**config.mk**
```make
export PLATFORM = sky130hd
export DESIGN_NAME = gpi_event_ctrl
export DESIGN_NICKNAME = d
export VERILOG_FILES = /design/src/rtl/gpi_event_pkg.sv /design/src/rtl/gpi_debounce.sv /design/src/rtl/gpi_event_ctrl.sv
export SDC_FILE = /design/constraint.sdc
export NUM_CORES = 1
export LEC_CHECK = 0
export CELL_PAD_IN_SITES_DETAIL_PLACEMENT = 0
export CELL_PAD_IN_SITES_GLOBAL_PLACEMENT = 1
export CORE_MARGIN = 8
export CORE_UTILIZATION = 47
export DETAILED_ROUTE_END_ITERATION = 7
export HOLD_SLACK_MARGIN = 0.02
export PLACE_DENSITY = 0.89
export SLEW_MARGIN = 20
export SYNTH_ARGS = -nofsm -noshare
export SYNTH_HDL_FRONTEND = slang
export SYNTH_SLANG_ARGS = --single-unit
```
**constraint.sdc**
```tcl
create_clock -name clk -period 7 [get_ports clk]
set_input_delay 1.75 -clock clk [delete_from_list [all_inputs] [get_ports clk]]
set_output_delay 1.75 -clock clk [all_outputs]
set_load 0.02 [all_outputs]
```
**src/rtl/gpi_event_pkg.sv**
```systemverilog
// Shared register map and prescaler sizing for the debounced GPI event core.
package gpi_event_pkg;

    localparam logic [4:0] REG_DATA   = 5'd0;
    localparam logic [4:0] REG_RAW    = 5'd1;
    localparam logic [4:0] REG_IE     = 5'd2;
    localparam logic [4:0] REG_RISE   = 5'd3;
    localparam logic [4:0] REG_FALL   = 5'd4;
    localparam logic [4:0] REG_STATUS = 5'd5;
    localparam logic [4:0] REG_DBP    = 5'd6;

    localparam int PRESC_W = 16;

endpackage

```
**src/rtl/gpi_debounce.sv**
```systemverilog
// One input bit: 2-flop synchronizer followed by a tick-driven debounce filter
// that reports a single-cycle pulse on the edge where a new level commits.
module gpi_debounce #(
    parameter int DB_COUNT = 8
) (
    input  logic clk,
    input  logic reset,
    input  logic din,
    input  logic tick,
    output logic raw_s,
    output logic lvl,
    output logic rise_pulse,
    output logic fall_pulse
);

    localparam int              CW       = $clog2(DB_COUNT) + 1;
    localparam logic [CW-1:0]   CNT_LAST = CW'(DB_COUNT - 1);

    logic          sync1_q;
    logic          sync2_q;
    logic          lvl_q, lvl_d;
    logic [CW-1:0] cnt_q, cnt_d;
    logic          commit;

    always_comb begin
        // NOTE: every output of this block gets a default first, so no path infers a latch.
        commit = 1'b0;
        lvl_d  = lvl_q;
        cnt_d  = cnt_q;
        if (sync2_q == lvl_q) begin
            cnt_d = '0;
        end else if (tick) begin
            if (cnt_q == CNT_LAST) begin
                commit = 1'b1;
                lvl_d  = sync2_q;
                cnt_d  = '0;
            end else begin
                cnt_d = cnt_q + CW'(1);
            end
        end
    end

    // NOTE: state uses non-blocking assignments so every flop samples pre-edge values.
    always_ff @(posedge clk or negedge reset) begin
        if (!reset) begin
            sync1_q <= 1'b0;
            sync2_q <= 1'b0;
            lvl_q   <= 1'b0;
            cnt_q   <= '0;
        end else begin
            sync1_q <= din;
            sync2_q <= sync1_q;
            lvl_q   <= lvl_d;
            cnt_q   <= cnt_d;
        end
    end

    // Pulses are combinational so STATUS can set on the same edge lvl changes.
    assign raw_s      = sync2_q;
    assign lvl        = lvl_q;
    assign rise_pulse = commit & sync2_q;
    assign fall_pulse = commit & ~sync2_q;

endmodule

```
**src/rtl/gpi_event_ctrl.sv**
```systemverilog
// MMIO slot GPI core: debounced inputs, per-bit edge capture into W1C status,
// and a level interrupt from enabled status bits.
module gpi_event_ctrl
    import gpi_event_pkg::*;
#(
    parameter int W             = 8,
    parameter int DB_COUNT      = 8,
    parameter int DB_PERIOD_RST = 999
) (
    input  logic         clk,
    input  logic         reset,
    input  logic         cs,
    input  logic         read,
    input  logic         write,
    input  logic [4:0]   addr,
    input  logic [31:0]  wr_data,
    output logic [31:0]  rd_data,
    input  logic [W-1:0] din,
    output logic         irq
);

    logic [W-1:0]       raw_s, lvl, rise, fall;
    logic [W-1:0]       ie_q, ie_d;
    logic [W-1:0]       rise_en_q, rise_en_d;
    logic [W-1:0]       fall_en_q, fall_en_d;
    logic [W-1:0]       status_q, status_d;
    logic [PRESC_W-1:0] db_period_q, db_period_d;
    logic [PRESC_W-1:0] presc_q, presc_d;
    logic               tick;
    logic               wr_en;
    logic               unused_ok;

    assign wr_en     = cs & write;
    assign tick      = (presc_q == db_period_q);
    assign unused_ok = ^{read, wr_data};

    for (genvar i = 0; i < W; i++) begin : g_bit
        gpi_debounce #(.DB_COUNT(DB_COUNT)) u_db (
            .clk        (clk),
            .reset      (reset),
            .din        (din[i]),
            .tick       (tick),
            .raw_s      (raw_s[i]),
            .lvl        (lvl[i]),
            .rise_pulse (rise[i]),
            .fall_pulse (fall[i])
        );
    end

    always_comb begin
        ie_d        = ie_q;
        rise_en_d   = rise_en_q;
        fall_en_d   = fall_en_q;
        db_period_d = db_period_q;
        presc_d     = tick ? '0 : presc_q + PRESC_W'(1);
        status_d    = status_q;

        if (wr_en) begin
            case (addr)
                REG_IE:     ie_d      = wr_data[W-1:0];
                REG_RISE:   rise_en_d = wr_data[W-1:0];
                REG_FALL:   fall_en_d = wr_data[W-1:0];
                REG_STATUS: status_d  = status_q & ~wr_data[W-1:0];
                REG_DBP: begin
                    db_period_d = wr_data[PRESC_W-1:0];
                    presc_d     = '0;
                end
                default: ;
            endcase
        end

        // Applied after the clear so a same-cycle commit keeps its flag.
        status_d = status_d | (rise & rise_en_q) | (fall & fall_en_q);
    end

    always_ff @(posedge clk or negedge reset) begin
        if (!reset) begin
            ie_q        <= '0;
            rise_en_q   <= '0;
            fall_en_q   <= '0;
            status_q    <= '0;
            db_period_q <= PRESC_W'(DB_PERIOD_RST);
            presc_q     <= '0;
        end else begin
            ie_q        <= ie_d;
            rise_en_q   <= rise_en_d;
            fall_en_q   <= fall_en_d;
            status_q    <= status_d;
            db_period_q <= db_period_d;
            presc_q     <= presc_d;
        end
    end

    always_comb begin
        rd_data = '0;
        case (addr)
            REG_DATA:   rd_data = 32'(lvl);
            REG_RAW:    rd_data = 32'(raw_s);
            REG_IE:     rd_data = 32'(ie_q);
            REG_RISE:   rd_data = 32'(rise_en_q);
            REG_FALL:   rd_data = 32'(fall_en_q);
            REG_STATUS: rd_data = 32'(status_q);
            REG_DBP:    rd_data = 32'(db_period_q);
            default:    rd_data = '0;
        endcase
    end

    assign irq = |(status_q & ie_q);

endmodule

```
### After elaboration in Yosys (flattened, before gate mapping)

Cells that the tools add are included.

* add/subtract/negate cells: 9
* equal/unequal tests: 23
* multiplexer cells: 54
* bitwise operators: 40
* reduce and logical (&&, ||, !) cells: 22

Operator list (count)
* $pmux W16 S7: 1
* $mux W4: 24
* $mux W16: 3
* $add A4 B1 Y4 const B: 8
* $and A8 B8 Y8: 4
* $eq A4 B3 Y1 const B: 8
* $mux W1: 24
* $reduce_and A3 Y1: 8
* $and A1 B1 Y1: 17
* $add A16 B1 Y16 const B: 1
* $eq A16 B16 Y1: 1
* $mux W8: 2
* $not A1 Y1: 16
* $or A8 B8 Y8: 2
* $reduce_bool A2 Y1: 8
* $eq A5 B3 Y1 const B: 3
* $eq A5 B2 Y1 const B: 2
* $eq A1 B1 Y1: 8
* $not A8 Y8: 1
* $reduce_and A2 Y1: 4
* $reduce_or A8 Y1: 1
* $eq A5 B1 Y1 const B: 1
* $logic_not A5 Y1: 1

* register bits after elaboration: 120
* input port bits: 50
* word-level logic and storage cells: 186

### Depth between registers and ports, before layout

Gate-level depths: netlist (run 1).

* depth after elaboration: 8
* mapped depth: 9

### Hierarchy

From an unflattened synthesis (run 1), not the netlist that was laid out.

* cell total of the unflattened synthesis: 501
* area, all modules: 5959.5 µm²

By module, submodules not included
* gpi_event_ctrl: instances 1, cells each 293, area each 3457.1 µm², seq. area each 1611.5 µm²
* gpi_debounce: instances 8, cells each 26, area each 312.8 µm², seq. area each 175.2 µm²

### Least setup slack after synthesis (run 1)

OpenSTA, ideal clock, no wires.

* kind: input to output
* start point: in addr[4]
* end point: out rd_data[4]
* data arrival time: 3117 ps
* required time: 5250 ps
* setup slack: 2133 ps
* stages: 4
* path buffers: 0
* cells stage by stage: or3b_2 -> nor3_1 -> a222oi_1 -> nand3_1

* word-level cells in the longest chain between the ends: 2

RTL lines
* from (decl): RTL line gpi_event_ctrl.sv:15 `input logic [4:0] addr,`
* $eq A5 B3 Y1, or another cell as far along: RTL line gpi_event_ctrl.sv:96 `case (addr)`
* $pmux W16 S7 (*): RTL line gpi_event_ctrl.sv:96
* to (decl): RTL line gpi_event_ctrl.sv:17 `output logic [31:0] rd_data,`

Every way passes the cells marked *; elsewhere a longest branch is shown, timed or not.

### Worst setup path after layout (run 1)

* start point: in addr[4]
* end point: out rd_data[6]

The elaborated chain is that of the path after synthesis.

==> results.cfg, run 1 <==
[run_status]
status = complete, no violations

[critical_path]
rrSetupSlack_ps = 4050
crit-reg2reg-capture = g_bit[6].u_db.lvl
path_class = primary input to primary output
crit_path_end_kind = primary output
cp_max_fo = 9
start_kind = primary input
critical_path_arrival_ps = 4330
rr_startpoint = db_period_q[0]
worst_ep_required_time_ps = 5250
cp-startpoint = addr[4]
endpoint = rd_data[6]
worst-r2r-cell-count = 6

[floorplan]
die_h_um = 128
start_util = 0.483
rows = 40
die_area_um2 = 16300
core_um2 = 12100
die_x_um = 128
io_pins = 83

[global_routing]
antenna_found_initial = 0
grt_overflow = 0
grt_pass1_wl_mm = 21.1
grt_max_degree = 63
grt_use_total = 0.166
grt_pass1_vias = 4273

[routing]
drtIter0Drc = 321
vias_per_cell = 5.53
num_vias = 4258
dr.pass1.iters = 5
drtAntennaViolNets = 0
drt_wl_total_mm = 13.1
drc = 0
wire_per_inst_um = 17.0

[timing]
tightestPinTransition_ps = 846
fin_crit_ps = 6080
hold_viol_final = 0
tns_ps = 0
rsz0062_at_grt = no
max_slew_margin = 0.431
max_clock_freq_mhz = 164
period_share = 0.869
report.final.slew_viol_count = 0
setup_viol = 0
fin_skew_ps = 9.69

[logic_synthesis]
synth_cell_type_count = 38
netlist_instances = 532
ys_warn_count = 0
netlist_area_um2 = 5860
seq_area_frac_synth = 0.515
synth-seq-cells = 120
synth_area_per_cell_um2 = 11.0

[clocking]
cts_tree = built
ctsResizeCount = 0
cts_max_level = 4
root_buffer = clkbuf_16
cts.sinks = 120
cts_setup_buffers = 0
clockBufferDepth = 2
cts.clk_slew.worst_paths_ps = 60
numCtsBuffers = 17
insertion_delay_ps = 420
cts_hold_buf = 0

[placement]
portBuffers = 49
dp.final_hpwl_mm = 8.84
gp_congestion = 0.873

[layout]
drive_gt1_frac = 0.181
fill_cells = 1005
multi_input_area_um2 = 2670
seq_area_um2 = 3010
final_cell_mix = 112 x dfrtp_1, 48 x mux2_2, 48 x clkdlybuf4s50_1, 46 x nand2_1, 42 x nor2_1
area_growth_pct = 20.6
fin_nets = 648
mostFrequentLayoutCell = dfrtp_1
diodes = 0

[run]
maxCapViolations = 0

[min_path]
min_path_type = flip-flop to flip-flop
holdPathStages = 0

[pwr]
max-vdd-ir-drop_v = 0.000166
total_power_mw = 1.92
power_leakage_nw = 3.22
p_per_area_nw_per_um2 = 272
-- layout make-up --
type	count	area share
multi-input cells	389	0.377
inverters	5	0.00266
repair buffers	56	0.0766
clock inverters	14	0.0246
clock buffers	18	0.0622
flip-flops and latches	120	0.427
well taps	168	0.0298
-- flip-flops by register name, summed over array words and instances (netlist names) --
name and flops:
db_period_q 16, fall_en_q 8, g_bit.u_db.cnt_q 32, g_bit.u_db.lvl 8, g_bit.u_db.raw_s 8, g_bit.u_db.sync1_q 8, ie_q 8, presc_q 16
rise_en_q 8, status_q 8
-- how the worst min path moves through the flow --
stage / from / end / slack (ps)
after CTS: g_bit[5].u_db.sync1_q / g_bit[5].u_db.raw_s / 340
after detailed placement: g_bit[2].u_db.sync1_q / g_bit[2].u_db.raw_s / 340
after global routing: g_bit[5].u_db.sync1_q / g_bit[5].u_db.raw_s / 360
after floorplan: g_bit[0].u_db.sync1_q / g_bit[0].u_db.raw_s / 330
final: g_bit[5].u_db.sync1_q / g_bit[5].u_db.raw_s / 340
after global placement: g_bit[7].u_db.sync1_q / g_bit[7].u_db.raw_s / 330
-- power by group --
part           leakage [nW]  internal, mW  switching, mW  total, mW
clock network         0.289         0.571          0.322      0.893
registers              1.58         0.758         0.0645      0.823
logic                  1.35        0.0962          0.107      0.203
-- worst max-delay path, stage by stage --
cell and delay [ps]:
clkdlybuf4s50_1 410, or3_1 470, nor2_1 700, a22oi_1 210, nand3_1 160, clkdlybuf4s50_1 630
-- routing by layer --
| metal | track usage | up-vias | part of all wire |
|---|---|---|---|
| met5 | 0 | - | 0 |
| met4 | 0.0643 | 0 | 0.018 |
| met3 | 0.0503 | 23 | 0.070 |
| met2 | 0.275 | 147 | 0.49 |
| met1 | 0.199 | 2097 | 0.42 |
| li1 | - | 1991 | - |
-- kinds of logic after synthesis --
family                   share of synthesized area
AND/OR/NAND/NOR                              0.159
flip-flops                                   0.515
AO/OA/AOI/OAI                               0.0953
multiplexers                                 0.106
XOR/XNOR                                    0.0658
buffers and inverters                       0.0400
adder cells (fa/ha/maj)                     0.0192
other                                     0.000640
-- cells in the mapped netlist --
library cell | number | area share
a21oi_1 | 24 | 0.021
a222oi_1 | 8 | 0.014
a22o_1 | 8 | 0.012
a22oi_1 | 20 | 0.026
a31o_2 | 6 | 0.0090
and2_1 | 8 | 0.0085
and3_1 | 8 | 0.0085
and4_1 | 1 | 0.0015
buf_2 | 6 | 0.0051
buf_4 | 18 | 0.023
buf_6 | 2 | 0.0038
clkbuf_1 | 6 | 0.0038
clkbuf_2 | 1 | 0.00085
conb_1 | 1 | 0.00064
dfrtp_1 | 112 | 0.48
dfstp_2 | 8 | 0.036
ha_1 | 9 | 0.019
inv_1 | 5 | 0.0032
mux2_2 | 48 | 0.092
mux2i_1 | 8 | 0.014
nand2_1 | 46 | 0.029
nand2b_1 | 2 | 0.0021
nand3_1 | 22 | 0.019
nand3b_1 | 9 | 0.012
nand4_1 | 3 | 0.0032
nand4_2 | 1 | 0.0021
nor2_1 | 42 | 0.027
nor2_2 | 1 | 0.0011
nor3_1 | 11 | 0.0094
nor3b_2 | 2 | 0.0043
nor4_1 | 3 | 0.0032
nor4_2 | 2 | 0.0043
o21ai_0 | 17 | 0.015
or3_1 | 11 | 0.012
or3b_2 | 1 | 0.0015
or4_1 | 8 | 0.010
xnor2_1 | 13 | 0.019
xor2_1 | 31 | 0.046
-- stage by stage --
stage / hold WS, ps / utilization / instance area [µm²] / std cells / setup WS, ps
floorplan: 331 / - / 5910 / 547 / 2130
CTS: 344 / 0.583 / 7060 / 770 / 906
finish: 342 / 0.583 / 7060 / 770 / 916
detailed placement: 336 / 0.532 / 6450 / 738 / 920
global route: 360 / 0.583 / 7060 / 770 / 762
global placement: 332 / 0.532 / 6450 / 738 / 944
Note: power is estimated with default switching activity, not from simulation.
==> inputs of run 2 (changes only) <==
--- a/config.mk
+++ b/config.mk
@@ -9,6 +9,7 @@
 export CELL_PAD_IN_SITES_GLOBAL_PLACEMENT = 1
 export CORE_MARGIN = 8
 export CORE_UTILIZATION = 47
+export CTS_CLUSTER_SIZE = 25
 export DETAILED_ROUTE_END_ITERATION = 7
 export HOLD_SLACK_MARGIN = 0.02
 export PLACE_DENSITY = 0.89
==> results of run 2 <==
Same layout as run 1: the final DEF is identical, and so are final timing and power.
==> inputs of run 3 (changes only) <==
--- a/config.mk
+++ b/config.mk
@@ -7,7 +7,6 @@
 export LEC_CHECK = 0
 export CELL_PAD_IN_SITES_DETAIL_PLACEMENT = 0
 export CELL_PAD_IN_SITES_GLOBAL_PLACEMENT = 1
-export CORE_MARGIN = 8
 export CORE_UTILIZATION = 47
 export CTS_CLUSTER_SIZE = 25
 export DETAILED_ROUTE_END_ITERATION = 7
==> run 3 against run 2 <==
Clock skew is essentially flat. First-iteration DRC count grew 7.8%. Clock power grew 3.2%. Sequential share of layout area shrank 0.075 points. Wire length shrank 4.8%. Sequential power is essentially flat. Largest cell class unchanged.
==> results.cfg, run 3 (synthesized netlist as in run 1, its figures left out) <==
[pwr]
power.switching_mw = 0.481
swShare = 0.247
max-vdd-ir-drop_v = 0.000194
comb_power_share = 0.104
total_power_mw = 1.95
p_per_area_nw_per_um2 = 276
power.internal_mw = 1.47
power_leakage_nw = 3.22
seqPwrFrac = 0.423
clkPwrFrac = 0.473

[critical_path]
path_class = primary input to primary output
crit_path_end_kind = primary output
worst_ep_required_time_ps = 5250
critical_path_arrival_ps = 4370
cp-startpoint = addr[4]
cp_max_fo = 9
start_kind = primary input
rr_startpoint = db_period_q[0]

[routing]
vias_per_cell = 5.42
topRoutingLayerUsed = met4
drtIter0Drc = 346
dr.pass1.iters = 5
drtAntennaViolNets = 0
met1_length_mm = 5.57
drt_wl_total_mm = 12.5
wl_met3_um = 784
drc = 0
wire_per_inst_um = 16.2
wl_met2_mm = 6.00
num_vias = 4165

[layout]
largest_register_ffs = 32
top_register = g_bit.u_db.cnt_q
reg_top3 = g_bit.u_db.cnt_q x32, db_period_q x16, presc_q x16
mostFrequentLayoutCell = dfrtp_1
drive_gt1_frac = 0.176
area_growth_pct = 20.8
post-route-util = 0.586
final_cell_mix = 112 x dfrtp_1, 48 x mux2_2, 48 x clkdlybuf4s50_1, 46 x nand2_1, 42 x nor2_1
fin_nets = 647
diodes = 0

[clocking]
cts.sinks = 120
insertion_delay_ps = 420
ctsResizeCount = 0
cts_setup_buffers = 0
cts_hold_buf = 0
numCtsBuffers = 17
cts_tree = built
clockBufferDepth = 2
cts.clk_slew.worst_paths_ps = 50
cts_max_level = 4
root_buffer = clkbuf_16

[global_routing]
antenna_found_initial = 0
grt_pass1_wl_mm = 20.2
grt_pass1_vias = 4008
grt_max_degree = 69
grt_use_total = 0.208
grt_overflow = 0

[floorplan]
rows = 40
die_h_um = 114
die_area_um2 = 12900
start_util = 0.485
core_um2 = 12100
die_x_um = 114
io_pins = 83

[timing]
max_clock_freq_mhz = 163
max_slew_margin = 0.442
report.final.slew_viol_count = 0
tns_ps = 0
fin_crit_ps = 6120
setup_viol = 0
fin_ws_ps = 882
period_share = 0.874
rsz0062_at_grt = no
hold_viol_final = 0
tightestPinTransition_ps = 834
fin_skew_ps = 9.49

[placement]
portBuffers = 49
gp_congestion = 0.844
dp.final_hpwl_mm = 8.45
dp_slack_ps = 903

[run_status]
status = complete, no violations

[min_path]
min_from = g_bit[5].u_db.sync1_q
min_path_type = flip-flop to flip-flop

[run]
maxCapViolations = 0
[run 3: path summary, 6_finish.rpt]
path	endpoint	slack [ps]	cells after the start
worst min-delay path	g_bit[5].u_db.raw_s	350	0
max in group asynchronous	presc_q[9]	4340	2
worst max register to register	g_bit[4].u_db.lvl	3930	6
worst min register to register	g_bit[5].u_db.raw_s	350	0
min in group asynchronous	g_bit[3].u_db.cnt_q[1]	1380	1
worst max-delay path	rd_data[4]	880	6
[run 3: final cells by class]
cell class	count	area [µm²]
Clock inverter	11	173
Tap cell	168	210
Multi-Input combinational cell	389	2670
Fill cell	969	4990
Clock buffer	21	460
Timing Repair Buffer	55	533
Inverter	5	18.8
Sequential cell	120	3010
[run 3: stage by stage]
stage	area [µm²]	hold WS, ps	instances
2_1_floorplan	5910	331	547
3_3_place_gp	6440	333	737
3_5_place_dp	6440	335	737
4_1_cts	7070	347	769
5_1_grt	7070	351	769
6_report	7070	346	769
[run 3: power by group through the flow]
| stage | Sequential [mW] | Combinational, mW | Clock, mW |
|---|---|---|---|
| after detailed placement | 0.835 | 0.203 | 0 |
| final | 0.825 | 0.203 | 0.922 |
| after CTS | 0.823 | 0.204 | 0.934 |
| after floorplan | 0.813 | 0.156 | 0 |
| after global placement | 0.831 | 0.197 | 0 |
| after global routing | 0.834 | 0.226 | 0.967 |
[run 3: critical path: stages]
cell,delay (ps)
clkdlybuf4s50_1,400
or3_1,450
nor3b_2,710
a222oi_1,270
nand3_1,170
clkdlybuf4s50_1,620
[run 3: layer usage]
layer,track usage,vias to the layer above
li1,-,1996
met1,0.274,2042
met2,0.322,119
met3,0.0638,8
met4,0.0825,0
met5,0,-
